## src/rtl/adc_spi_responder.sv

```systemverilog
// Responder model of an 8-channel 12-bit serial ADC: samples a 3-bit channel
// address from ADC_SADDR and returns 4 zeros plus a 12-bit sample on ADC_SDAT.
module adc_spi_responder #(
  parameter int unsigned SYNC_STAGES = 2
) (
  input  logic        sys_clk,
  input  logic        reset_n,
  input  logic        ADC_CS_N,
  input  logic        ADC_SCLK,
  input  logic        ADC_SADDR,
  output logic        ADC_SDAT,
  input  logic [95:0] ch_data,
  output logic [2:0]  cur_channel,
  output logic        frame_done,
  output logic [15:0] frame_count
);

  typedef enum logic [1:0] {WAIT_IDLE, IDLE, ACTIVE, DONE} state_t;

  logic [SYNC_STAGES-1:0] cs_sync_q, cs_sync_d;
  logic [SYNC_STAGES-1:0] sclk_sync_q, sclk_sync_d;
  logic [SYNC_STAGES-1:0] saddr_sync_q, saddr_sync_d;
  logic [SYNC_STAGES-1:0] primed_q, primed_d;
  logic                   cs_last_q, cs_last_d;
  logic                   sclk_last_q, sclk_last_d;

  state_t      state_q, state_d;
  logic [4:0]  rise_cnt_q, rise_cnt_d;
  logic [2:0]  addr_next_q, addr_next_d;
  logic [15:0] shift_q, shift_d;
  logic        sdat_q, sdat_d;
  logic [2:0]  cur_channel_q, cur_channel_d;
  logic        frame_done_q, frame_done_d;
  logic [15:0] frame_count_q, frame_count_d;

  logic        cs, sclk, saddr;
  logic        cs_rise, cs_fall, sclk_rise, sclk_fall;
  logic [4:0]  rise_inc;
  logic [11:0] sample;

  always_comb begin
    cs_sync_d    = {cs_sync_q[SYNC_STAGES-2:0], ADC_CS_N};
    sclk_sync_d  = {sclk_sync_q[SYNC_STAGES-2:0], ADC_SCLK};
    saddr_sync_d = {saddr_sync_q[SYNC_STAGES-2:0], ADC_SADDR};
    // primed_q tracks which sync stages hold a pin sample taken after reset,
    // so the preset 1 on CS_N cannot be mistaken for an idle bus.
    primed_d     = {primed_q[SYNC_STAGES-2:0], 1'b1};
    cs           = cs_sync_q[SYNC_STAGES-1];
    sclk         = sclk_sync_q[SYNC_STAGES-1];
    saddr        = saddr_sync_q[SYNC_STAGES-1];
    cs_last_d    = cs;
    sclk_last_d  = sclk;
    cs_rise      = cs & ~cs_last_q;
    cs_fall      = ~cs & cs_last_q;
    sclk_rise    = sclk & ~sclk_last_q;
    sclk_fall    = ~sclk & sclk_last_q;
  end

  always_comb begin
    sample = '0;
    case (cur_channel_q)
      3'd0: sample = ch_data[11:0];
      3'd1: sample = ch_data[23:12];
      3'd2: sample = ch_data[35:24];
      3'd3: sample = ch_data[47:36];
      3'd4: sample = ch_data[59:48];
      3'd5: sample = ch_data[71:60];
      3'd6: sample = ch_data[83:72];
      3'd7: sample = ch_data[95:84];
      default: sample = '0;
    endcase
  end

  always_comb begin
    state_d       = state_q;
    rise_cnt_d    = rise_cnt_q;
    addr_next_d   = addr_next_q;
    shift_d       = shift_q;
    sdat_d        = sdat_q;
    cur_channel_d = cur_channel_q;
    frame_done_d  = 1'b0;
    frame_count_d = frame_count_q;
    rise_inc      = (rise_cnt_q == 5'd16) ? 5'd16 : rise_cnt_q + 5'd1;

    case (state_q)
      WAIT_IDLE: begin
        sdat_d = 1'b0;
        if (cs && primed_q[SYNC_STAGES-1]) state_d = IDLE;
      end
      IDLE: begin
        sdat_d     = 1'b0;
        rise_cnt_d = '0;
        if (cs_fall) begin
          shift_d = {4'b0000, sample};
          sdat_d  = 1'b0;
          state_d = ACTIVE;
        end
      end
      ACTIVE: begin
        if (sclk_rise) begin
          rise_cnt_d = rise_inc;
          case (rise_inc)
            5'd3: addr_next_d[2] = saddr;
            5'd4: addr_next_d[1] = saddr;
            5'd5: addr_next_d[0] = saddr;
            default: ;
          endcase
        end
        if (sclk_fall && rise_cnt_q >= 5'd1 && rise_cnt_q <= 5'd15) begin
          shift_d = {shift_q[14:0], 1'b0};
          sdat_d  = shift_q[14];
        end
        // Completion wins over a coincident CS_N rise; only the next state differs.
        if (sclk_rise && rise_inc == 5'd16) begin
          cur_channel_d = addr_next_q;
          frame_done_d  = 1'b1;
          frame_count_d = frame_count_q + 16'd1;
          sdat_d        = 1'b0;
          state_d       = cs_rise ? IDLE : DONE;
        end else if (cs_rise) begin
          sdat_d  = 1'b0;
          state_d = IDLE;
        end
      end
      DONE: begin
        sdat_d = 1'b0;
        if (cs_rise) state_d = IDLE;
      end
      default: state_d = WAIT_IDLE;
    endcase
  end

  always_ff @(posedge sys_clk or negedge reset_n) begin
    if (!reset_n) begin
      cs_sync_q     <= '1;
      sclk_sync_q   <= '1;
      saddr_sync_q  <= '0;
      primed_q      <= '0;
      cs_last_q     <= 1'b1;
      sclk_last_q   <= 1'b1;
      state_q       <= WAIT_IDLE;
      rise_cnt_q    <= '0;
      addr_next_q   <= '0;
      shift_q       <= '0;
      sdat_q        <= 1'b0;
      cur_channel_q <= '0;
      frame_done_q  <= 1'b0;
      frame_count_q <= '0;
    end else begin
      cs_sync_q     <= cs_sync_d;
      sclk_sync_q   <= sclk_sync_d;
      saddr_sync_q  <= saddr_sync_d;
      primed_q      <= primed_d;
      cs_last_q     <= cs_last_d;
      sclk_last_q   <= sclk_last_d;
      state_q       <= state_d;
      rise_cnt_q    <= rise_cnt_d;
      addr_next_q   <= addr_next_d;
      shift_q       <= shift_d;
      sdat_q        <= sdat_d;
      cur_channel_q <= cur_channel_d;
      frame_done_q  <= frame_done_d;
      frame_count_q <= frame_count_d;
    end
  end

  assign ADC_SDAT    = sdat_q;
  assign cur_channel = cur_channel_q;
  assign frame_done  = frame_done_q;
  assign frame_count = frame_count_q;

endmodule

```

## config.mk

```make
export PLATFORM = sky130hd
export DESIGN_NAME = adc_spi_responder
export DESIGN_NICKNAME = d
export VERILOG_FILES = /design/src/rtl/adc_spi_responder.sv
export SDC_FILE = /design/constraint.sdc
export NUM_CORES = 1
export LEC_CHECK = 0
export CORE_MARGIN = 5
export CORE_UTILIZATION = 25
export CTS_CLUSTER_SIZE = 12
export DETAILED_ROUTE_END_ITERATION = 8
export HOLD_SLACK_MARGIN = 0.1
export MAX_ROUTING_LAYER = met4
export PLACE_DENSITY = 0.57
export SYNTH_ARGS = -nofsm -noshare
export SYNTH_HDL_FRONTEND = slang
export SYNTH_SLANG_ARGS = --single-unit
```

## constraint.sdc

```tcl
create_clock -name sys_clk -period 2.51 [get_ports sys_clk]
set_clock_uncertainty 0.2 [all_clocks]
set_input_delay 0.6275 -clock sys_clk [delete_from_list [all_inputs] [get_ports sys_clk]]
set_output_delay 0.6275 -clock sys_clk [all_outputs]
set_load 0.005 [all_outputs]
```

==> impl_metrics.ini <==
[critical_path]
rrSetupSlack_ns = 0.03
r2r_cells = 9
worstSetupEndpointType = flop
path_max_fanout = 4
worstPathRequired_ns = 2.50
crit_end = cur_channel[2]
critPathKind = reg2reg
critPathLaunch = rise_cnt_q[1]
r2r-start = rise_cnt_q[1]
cp.arrival_ns = 2.47
r2r-end = cur_channel[2]
crit_path_start_kind = flop

[yosys]
syn-num-nets = 462
synth-main-ff-cell = dfrtp_1
synth_top_cell_area_share = 0.364
synth_common_cells = dfrtp_1 (50), nand2_1 (34), o21ai_0 (30), nor2_1 (21), mux2i_1 (16)
synth_enable_flop_cells = 0
syn_inst = 355
syn_area_um2 = 3440
ys_ff_latch = 56
ys_seq_area_frac = 0.410
yosys.cell_count.top_type = dfrtp_1
avgSynthCellArea_um2 = 9.69
yosysWarningCount = 0
synth_top_area_cell = dfrtp_1
async_reset_ff_frac = 1.00
synthTopCellsByArea = dfrtp_1 (36%), mux2i_1 (4.7%), dfstp_2 (4.6%), mux2_2 (4.6%), o21ai_0 (4.4%)
yosysUniqueCellTypes = 53

[routing]
vias_per_cell = 4.81
drc = 0
wire_per_inst_um = 16.6
ant_nets = 0
drt-pass1-iter-count = 4
wl_mm = 11.1
drt-initial-drc-count = 155
detailroute.via_count = 3212

[power]
leakage_nw = 2.04
power_mw = 2.42
ir_drop_mv = 0.330
powerDensity_nw_per_um2 = 456

[timing]
fmax_ghz = 0.402
slew_violations = 0
slew_headroom = 0.656
rsz0062_at_grt = true
tightest_slew_ns = 0.516
fin_crit_sh = 0.990
whs_ns = 0.123
setup_viol = 0
fin_crit_ns = 2.48
hold_viol_final = 0

[outcome]
outcome = finished clean

[min_path]
hold_class = in2async

[clocking]
cts_buffer_depth = 2
numCtsBuffers = 5
clkTransAtPathRegs_ns = 0.07
cts_root_buf = clkbuf_16
postCtsHoldBufs = 0
clkLatencyLatePin_ns = 0.30
clkSinkCount = 56
htree_levels = 2
cts_tree = done

[finish]
fin_nets = 598
final_core_util = 0.398
instances_no_fill = 668
n_antenna_cell = 0
layout-drive-gt1-share = 0.175
syn_to_final_growth_pct = 54.3
design_area_um2 = 5310

[global_routing]
grt_usage = 0.139
grt_overflow = 0
grt_pass1_vias = 3255
grt_pass1_wl_mm = 17.6
antenna_found_initial = 0
grt_max_degree = 57

[job]
maxCapViolations = 0

[place]
dpl.hpwl_mm = 8.75
dpl.cell_count = 653
placed_area_um2 = 5030
globalplace.congestion = 0.852
numPortBuffers = 121

[floorplan]
num_rows = 42
die_h_um = 127
dieArea_um2 = 16200
core_area_um2 = 13300
die_w_um = 127
start_util = 0.258
ioPinCount = 122
[cell families (layout without fill, tap and decap cells)]
group | Yosys count | count (layout) | share of synthesized area
AO/OA/AOI/OAI | 89 | 89 | 0.175
XOR/XNOR | 16 | 16 | 0.0407
adder cells (fa/ha/maj) | 6 | 6 | 0.0218
buffers and inverters | 33 | 170 | 0.0407
flip-flops | 56 | 56 | 0.410
multiplexers | 36 | 36 | 0.132
other | 1 | 1 | 0.00109
AND/OR/NAND/NOR | 118 | 118 | 0.179
[layer usage]
layer	wire length [µm]	GRT usage	vias up
met3	396	0.0296	14
met5	0	-	-
met2	5560	0.229	51
li1	-	-	1572
met1	4950	0.174	1575
met4	172	0.0385	0
[area by class of cell]
cell class                 count  area [µm²]
multi-input combinational    266        1970
clock inverter                 2        13.8
inverter                       8        32.5
timing repair buffer         154        1520
clock buffer                   6         139
fill                        1356        8040
tap                          176         220
sequential                    56        1410
[through the flow]
| step | setup TNS [ns] | setup slack (ns) |
|---|---|---|
| floorplan | -0.00627 | -0.00340 |
| global placement | 0 | 0.0246 |
| detailed placement | 0 | 0.0114 |
| CTS | 0 | 0.0150 |
| global route | -0.0736 | -0.0359 |
| finish | 0 | 0.0250 |
[worst max-delay path, stage by stage, from the launching register on]
cell       delay [ns]
dfrtp_2          0.43
buf_6            0.14
inv_4            0.05
ha_4             0.12
nand4bb_1        0.13
or2_4            0.30
a2111oi_4        0.41
buf_4            0.20
buf_6            0.10
mux2_4           0.28
[power by group]
| group | switching, mW | internal, mW | total (mW) |
|---|---|---|---|
| clock | 0.328 | 0.400 | 0.728 |
| sequential | 0.0810 | 1.03 | 1.11 |
| combinational | 0.277 | 0.306 | 0.583 |
[how the worst min path moves through the flow]
stage	from	endpoint	slack, ns	depth (start not counted)
2_1_floorplan	reset_n	ADC_SDAT	0.13	0
4_1_cts	reset_n	shift_q[10]	0.13	2
6_report	reset_n	shift_q[9]	0.12	2
3_5_place_dp	saddr_sync_q[0]	saddr_sync_q[1]	0.14	0
5_1_grt	reset_n	shift_q[9]	0.14	2
3_3_place_gp	saddr_sync_q[0]	saddr_sync_q[1]	0.14	0
[sequential cells by signal (all words and copies together) (netlist names)]
name,cells
sclk_sync_q,2
state_q,2
ADC_SDAT,1
shift_q,15
cs_sync_q,2
sclk_last_q,1
saddr_sync_q,2
addr_next_q,3
primed_q,2
cur_channel,3
rise_cnt_q,5
cs_last_q,1
frame_count,16
frame_done,1
[cells in the final DEF, fill, tap and decap left out, drive strengths merged, types with 6 or more instances in the layout]
cell type / netlist / final
a21oi: 14 / 14
a31oi: 6 / 6
and3: 6 / 6
buf: 10 / 32
clkbuf: 15 / 8
clkdlybuf4s50: 0 / 120
dfrtp: 50 / 50
dfstp: 6 / 6
ha: 6 / 6
inv: 8 / 9
mux2: 14 / 14
mux2i: 16 / 16
mux4: 6 / 6
nand2: 34 / 34
nand3: 18 / 18
nand3b: 6 / 6
nand4: 8 / 8
nor2: 21 / 21
nor2b: 8 / 8
o21ai: 31 / 31
xnor2: 15 / 15
[what timing repair did]
item | CTS | global route
gates resized for setup | 0 | 12
endpoints found under the hold margin | 0 | 0
setup buffers | 0 | 6
endpoints found under the setup margin | 0 | 9
(Power assumes the default switching activity.)
==> edit 1, RTL diff (config.mk and constraints unchanged) <==
The parameter `SYNC_STAGES` goes from 2 to 4.
--- a/src/rtl/adc_spi_responder.sv
+++ b/src/rtl/adc_spi_responder.sv
@@ -1,7 +1,7 @@
 // Responder model of an 8-channel 12-bit serial ADC: samples a 3-bit channel
 // address from ADC_SADDR and returns 4 zeros plus a 12-bit sample on ADC_SDAT.
 module adc_spi_responder #(
-  parameter int unsigned SYNC_STAGES = 2
+  parameter int unsigned SYNC_STAGES = 4
 ) (
   input  logic        sys_clk,
   input  logic        reset_n,
Function: same outputs for any inputs over 10 cycles, from zero or initial values and one cycle with reset_n low; that may be too few to reach the edited logic, so the function may still have changed.
==> edit 1 against the unedited design <==
  * Die area is 6.8% higher
  * Sequential cell count is 8 higher
  * Routed wire length is 1.6% higher
  * First-iteration DRC count is 24% higher
  * Setup slack better by 0.11 ns
  * Area after synthesis is 7.4% higher
  * Clock power is 69% higher
  * Non-clock buffer count is 13 lower
  * Cell area is 3.6% higher
  * Total power is 34% higher
  * Combinational power is 26% higher
  * Count of clock-buffer cells in the layout is 4 higher
  * Largest cell class unchanged
==> edit 1: results (changes against the unedited design) <==
- Outcome: completed
- Cells after DPL: 673 (+3.1%)
- Leak pwr: 2.17 nW (+6.6%)
- Syn Nets: 481 (+4.1%)
- Distinct cells, synth: 55 (+3.8%)
- Synth Instances: 374 (+5.4%)
- Met1 GRT Util: 0.165 (-0.00948)
- Gr usage total: 0.131 (-0.00845)
- DP Area: 0.00517 mm2 (+2.8%)
- Clock Latency Late Sink: 0.33 ns (+0.03 ns)
- TritonCTS buffer count: 9 (+4)
- DP Worst Slack: 0.0695 ns (+0.0581 ns)
- Crit-path slowest cell: dfrtp_1
- CP arrival: 2.39 ns (-0.08 ns)
- Final HPWL from detailed placement: 8720 um (-0.36%)
- Met3 Usage GRT: 0.0229 (-0.00670)
- Via density: 4.84 (+0.76%)
- Grt met2 use: 0.214 (-0.0141)
- Final WL: 11200 um (+1.6%)
- Top Family by Delay on Critical Path: simple AND/OR/NAND/NOR gates
- GP Congestion: 0.877 (+3.0%)
- Fillers: 1469 (+8.3%)
- DRT Pass-1 Iters: 4 (unchanged)
- Max H-tree Level: 3 (+1)
- Synth area leaders: dfrtp_1 (37%), dfstp_2 (7.1%), mux2_2 (3.4%)
- Synth cell count leaders: dfrtp_1 (54), nand2_1 (29), nor2_1 (28), inv_1 (21), o21ai_0 (16)
- Largest net degree at the start of global routing: 65 (+14%)
- Fin cells: 689 (+3.1%)
- Share of cells above drive strength 1: 0.150 (-0.0243)
- CP peak stage delay: 0.39 ns (-0.04 ns)
- Sequential element share of the synthesized area: 0.437 (+0.0274)
- Vias in the first global route: 3460 (+6.3%)
-- edit 1: worst register-to-register path, stage by stage, from the launching register on --
cell and delay, ns:
dfrtp_1 0.39, ha_1 0.21, and3_2 0.23, ha_4 0.27, o21ai_4 0.07, nand4b_1 0.24, nor4b_2 0.28, mux2_2 0.36
-- edit 1: worst paths after layout --
check | from | end | slack (ns) | depth (start not counted)
min reg2reg | saddr_sync_q[2]$_DFF_PN0_ | saddr_sync_q[3]$_DFF_PN0_ | 0.14 | 0
max reg2reg | rise_cnt_q[0]$_DFFE_PN0P_ | addr_next_q[1]$_DFFE_PN0P_ | 0.13 | 7
max in group asynchronous | reset_n | cs_sync_q[3]$_DFF_PN1_ | 1.68 | 2
max | rise_cnt_q[0]$_DFFE_PN0P_ | addr_next_q[1]$_DFFE_PN0P_ | 0.13 | 7
min in group sys_clk | saddr_sync_q[2]$_DFF_PN0_ | saddr_sync_q[3]$_DFF_PN0_ | 0.14 | 0
min | reset_n | frame_count[13]$_DFFE_PN0P_ | 0.11 | 2
-- edit 1: metal layers --
layer  routed length (um)  up-vias
met2                 5720       69
li1                     -     1599
met1                 5040     1653
met5                    0        -
met3                  268       17
met4                  218        0
-- edit 1: logic make-up after synthesis --
logic type / after synthesis / share of synthesized area
flip-flops: 64 / 0.437
AND/OR/NAND/NOR: 123 / 0.176
multiplexers: 25 / 0.0850
XOR/XNOR: 16 / 0.0379
AO/OA/AOI/OAI: 91 / 0.184
adder cells (fa/ha/maj): 6 / 0.0203
buffers and inverters: 48 / 0.0589
other: 1 / 0.00102
-- edit 1: power breakdown --
| group | total (W) | switching [W] | internal [W] | leakage [nW] |
|---|---|---|---|---|
| Sequential | 0.00128 | 0.0000971 | 0.00118 | 0.802 |
| Clock | 0.00123 | 0.000461 | 0.000771 | 0.131 |
| Combinational | 0.000734 | 0.000368 | 0.000366 | 1.24 |
| Total | 0.00324 | 0.000926 | 0.00232 | 2.17 |
-- edit 1: cell type report --
class | instances | area (um2) | share of cell area
Tap cell | 184 | 230 | 0.0419
Multi-Input combinational cell | 262 | 1890 | 0.344
Timing Repair Buffer | 141 | 1380 | 0.251
Sequential cell | 64 | 1610 | 0.294
Clock inverter | 6 | 68.8 | 0.0125
Clock buffer | 10 | 229 | 0.0417
Inverter | 22 | 82.6 | 0.0150
-- edit 1: timing repair --
action / in CTS / in global routing
gates resized for setup: 0 / 4
setup buffers: 0 / 0
hold buffers: 0 / 0
setup endpoints to repair: 0 / 5
==> edit 2, RTL diff (config.mk and constraints unchanged) <==
Without the edit above. Re-encode `state_t` (4 states) as one-hot, 4 bits wide.
--- a/src/rtl/adc_spi_responder.sv
+++ b/src/rtl/adc_spi_responder.sv
@@ -15,7 +15,7 @@
   output logic [15:0] frame_count
 );
 
-  typedef enum logic [1:0] {WAIT_IDLE, IDLE, ACTIVE, DONE} state_t;
+  typedef enum logic [3:0] {WAIT_IDLE = 4'b0001, IDLE = 4'b0010, ACTIVE = 4'b0100, DONE = 4'b1000} state_t;
 
   logic [SYNC_STAGES-1:0] cs_sync_q, cs_sync_d;
   logic [SYNC_STAGES-1:0] sclk_sync_q, sclk_sync_d;
Formal check against the unedited RTL: no difference found for any inputs over 10 cycles, from zero or initial values and one cycle with reset_n low; not proved beyond that.
==> edit 2 against the unedited design <==
  * Cell area rose by 3.6%
  * Setup slack better by 0.016 ns
  * Area after synthesis rose by 2.5%
  * Largest cell class unchanged
  * Highest routed layer unchanged
  * Non-clock buffer count unchanged
  * Global-route usage grew 0.56 points
  * Routed wire length grew 8.8%
  * Sequential cell count up 2
  * Total power is 7.6% higher
  * Die area grew 2.3%
==> edit 2: results (changes against the unedited design) <==
- Worst-path clk slew: 0.05 ns (-0.02 ns)
- Syn Nets: 472 (+2.2%)
- Synth area leaders: dfrtp_1 (36%), dfstp_2 (5.2%), mux2i_1 (4.8%)
- Largest net degree at the start of global routing: 31 (-46%)
- Vias in the first global route: 3568 (+9.6%)
- Synth cell count leaders: dfrtp_1 (51), nand2_1 (28), nor2b_1 (22), a21oi_1 (19), nor2_1 (18)
- First-pass GRT wire length: 18500 um (+5.3%)
- CP arrival: 2.47 ns (about the same)
- Worst Hold Margin: 0.151 ns (+0.0274 ns)
- CTS Buffer Depth: 2 (unchanged)
- DP Worst Slack: -0.0862 ns (-0.0976 ns)
- Min-Delay Path Class: reg -> reg
- Flop2flop setup slack: 0.04 ns (+0.02 ns)
- Avg WL per Cell: 17.5 um (+5.5%)
- Sequential element share of the synthesized area: 0.414 (+0.00437)
- GP Congestion: 0.939 (+10%)
- Worst-Margin Slew: 0.704 ns (+0.188 ns)
- DRC violations left: 0 (unchanged)
- DRT Pass-1 Iters: 4 (unchanged)
- Distinct cells, synth: 53 (unchanged)
- N_diodes: 0 (unchanged)
- Final Cycle Share: 0.984 (-0.00618)
- Outcome: completed
- Port Buffers: 121 (unchanged)
- Final HPWL from detailed placement: 8980 um (+2.6%)
- Syn_area_per_cell: 9.66 um2 (-0.26%)
- Initial antenna violation count: 0 (unchanged)
- Fin nets: 611 (+2.2%)
- Cells after DPL: 666 (+2.0%)
- Clock Latency Late Sink: 0.32 ns (+0.02 ns)
- Largest register FFs: 16 (unchanged)
- Die Wd: 129 um (+1.2%)
- Max VDD drop: 326 uV (-1.2%)
- Fillers: 1382 (+1.9%)
- Leak pwr: 2.16 nW (+5.7%)
- CP peak stage delay: 0.39 ns (-0.04 ns)
- Max H-tree Level: 3 (+1)
- Syn. warnings: 0 (unchanged)
- Initial DRC count: 184 (+19%)
- Via count: 3381 (+5.3%)
- Crit-path slowest cell: dfrtp_1
- Synth async-reset ratio: 1.00 (unchanged)
- TritonCTS buffer count: 9 (+4)
- Share of cells above drive strength 1: 0.173 (-0.00191)
- Fin cells: 689 (+3.1%)
- Crit path max fanout: 6 (+2)
- Gr usage total: 0.145 (+0.00560)
- Top Family by Delay on Critical Path: adder cells
- Clock Tree Root: clkbuf_16
edit 2: cell types whose count changed after synthesis, sizes merged, moves of 6 or more:
| cell | before | now |
|---|---|---|
| o21ai | 31 | 17 |
| o221ai | 1 | 9 |
| nor2b | 8 | 22 |
| a22o | 1 | 7 |
| nand2 | 34 | 28 |
edit 2: area by class of cell:
type | instances | area share
Clock inverter | 7 | 0.00842
Timing Repair Buffer | 154 | 0.281
Inverter | 11 | 0.00842
Multi-Input combinational cell | 270 | 0.355
Clock buffer | 9 | 0.0410
Sequential cell | 58 | 0.266
Tap cell | 180 | 0.0410
edit 2: routing by layer:
layer	routed length, um	global-route usage	up-vias
met4	310	0.0568	0
met3	982	0.0340	22
met2	5400	0.232	137
li1	-	-	1609
met1	5350	0.176	1613
met5	0	-	-
edit 2: cell families after synthesis:
family	share of synthesized area
adders and majority gates	0.0213
other	0.00106
AOI/OAI and AO/OA	0.184
buffers and inverters	0.0500
muxes	0.0866
DFF	0.414
and+or+nand+nor	0.201
xor gates and xnor gates	0.0422
edit 2: worst reg2reg max path, cell delays in order, from the launching register on:
cell and delay (ns):
dfrtp_1 0.39, ha_2 0.20, and3_4 0.16, ha_4 0.23, o41a_1 0.37, nor4_4 0.18, buf_4 0.20, buf_12 0.13
mux2_4 0.30
edit 2: report_power, final:
part / internal, W / switching (W)
logic: 0.000249 / 0.000154
registers: 0.00105 / 0.0000683
clock network: 0.000661 / 0.000420
total: 0.00196 / 0.000642
edit 2: path summary, 6_finish.rpt:
kind                                      startpoint  depth (start not counted)                    endpoint
min reg2reg                saddr_sync_q[0]$_DFF_PN0_                          0   saddr_sync_q[1]$_DFF_PN0_
min                        saddr_sync_q[0]$_DFF_PN0_                          0   saddr_sync_q[1]$_DFF_PN0_
max reg2reg                rise_cnt_q[1]$_DFFE_PN0P_                          8  frame_count[1]$_DFFE_PN0P_
max                        rise_cnt_q[1]$_DFFE_PN0P_                          8  frame_count[1]$_DFFE_PN0P_
max in group asynchronous                    reset_n                          3      state_q[0]$_DFFE_PN1P_
min in group asynchronous                    reset_n                          2      state_q[3]$_DFFE_PN0P_
edit 2: stage by stage:
stage          area, um2  utilization
6_report            5500        0.396
3_3_place_gp        5070        0.365
5_1_grt             5500        0.396
2_1_floorplan       3540            -
4_1_cts             5420        0.390
3_5_place_dp        5070        0.365
edit 2: what timing repair did:
item | in CTS | in global routing
setup endpoints to repair | 9 | 22
setup buffers | 3 | 1
gates cloned | 2 | 1
hold buffers | 1 | 0
pin swaps | 1 | 2
resized for setup | 0 | 17
hold endpoints to repair | 14 | 0
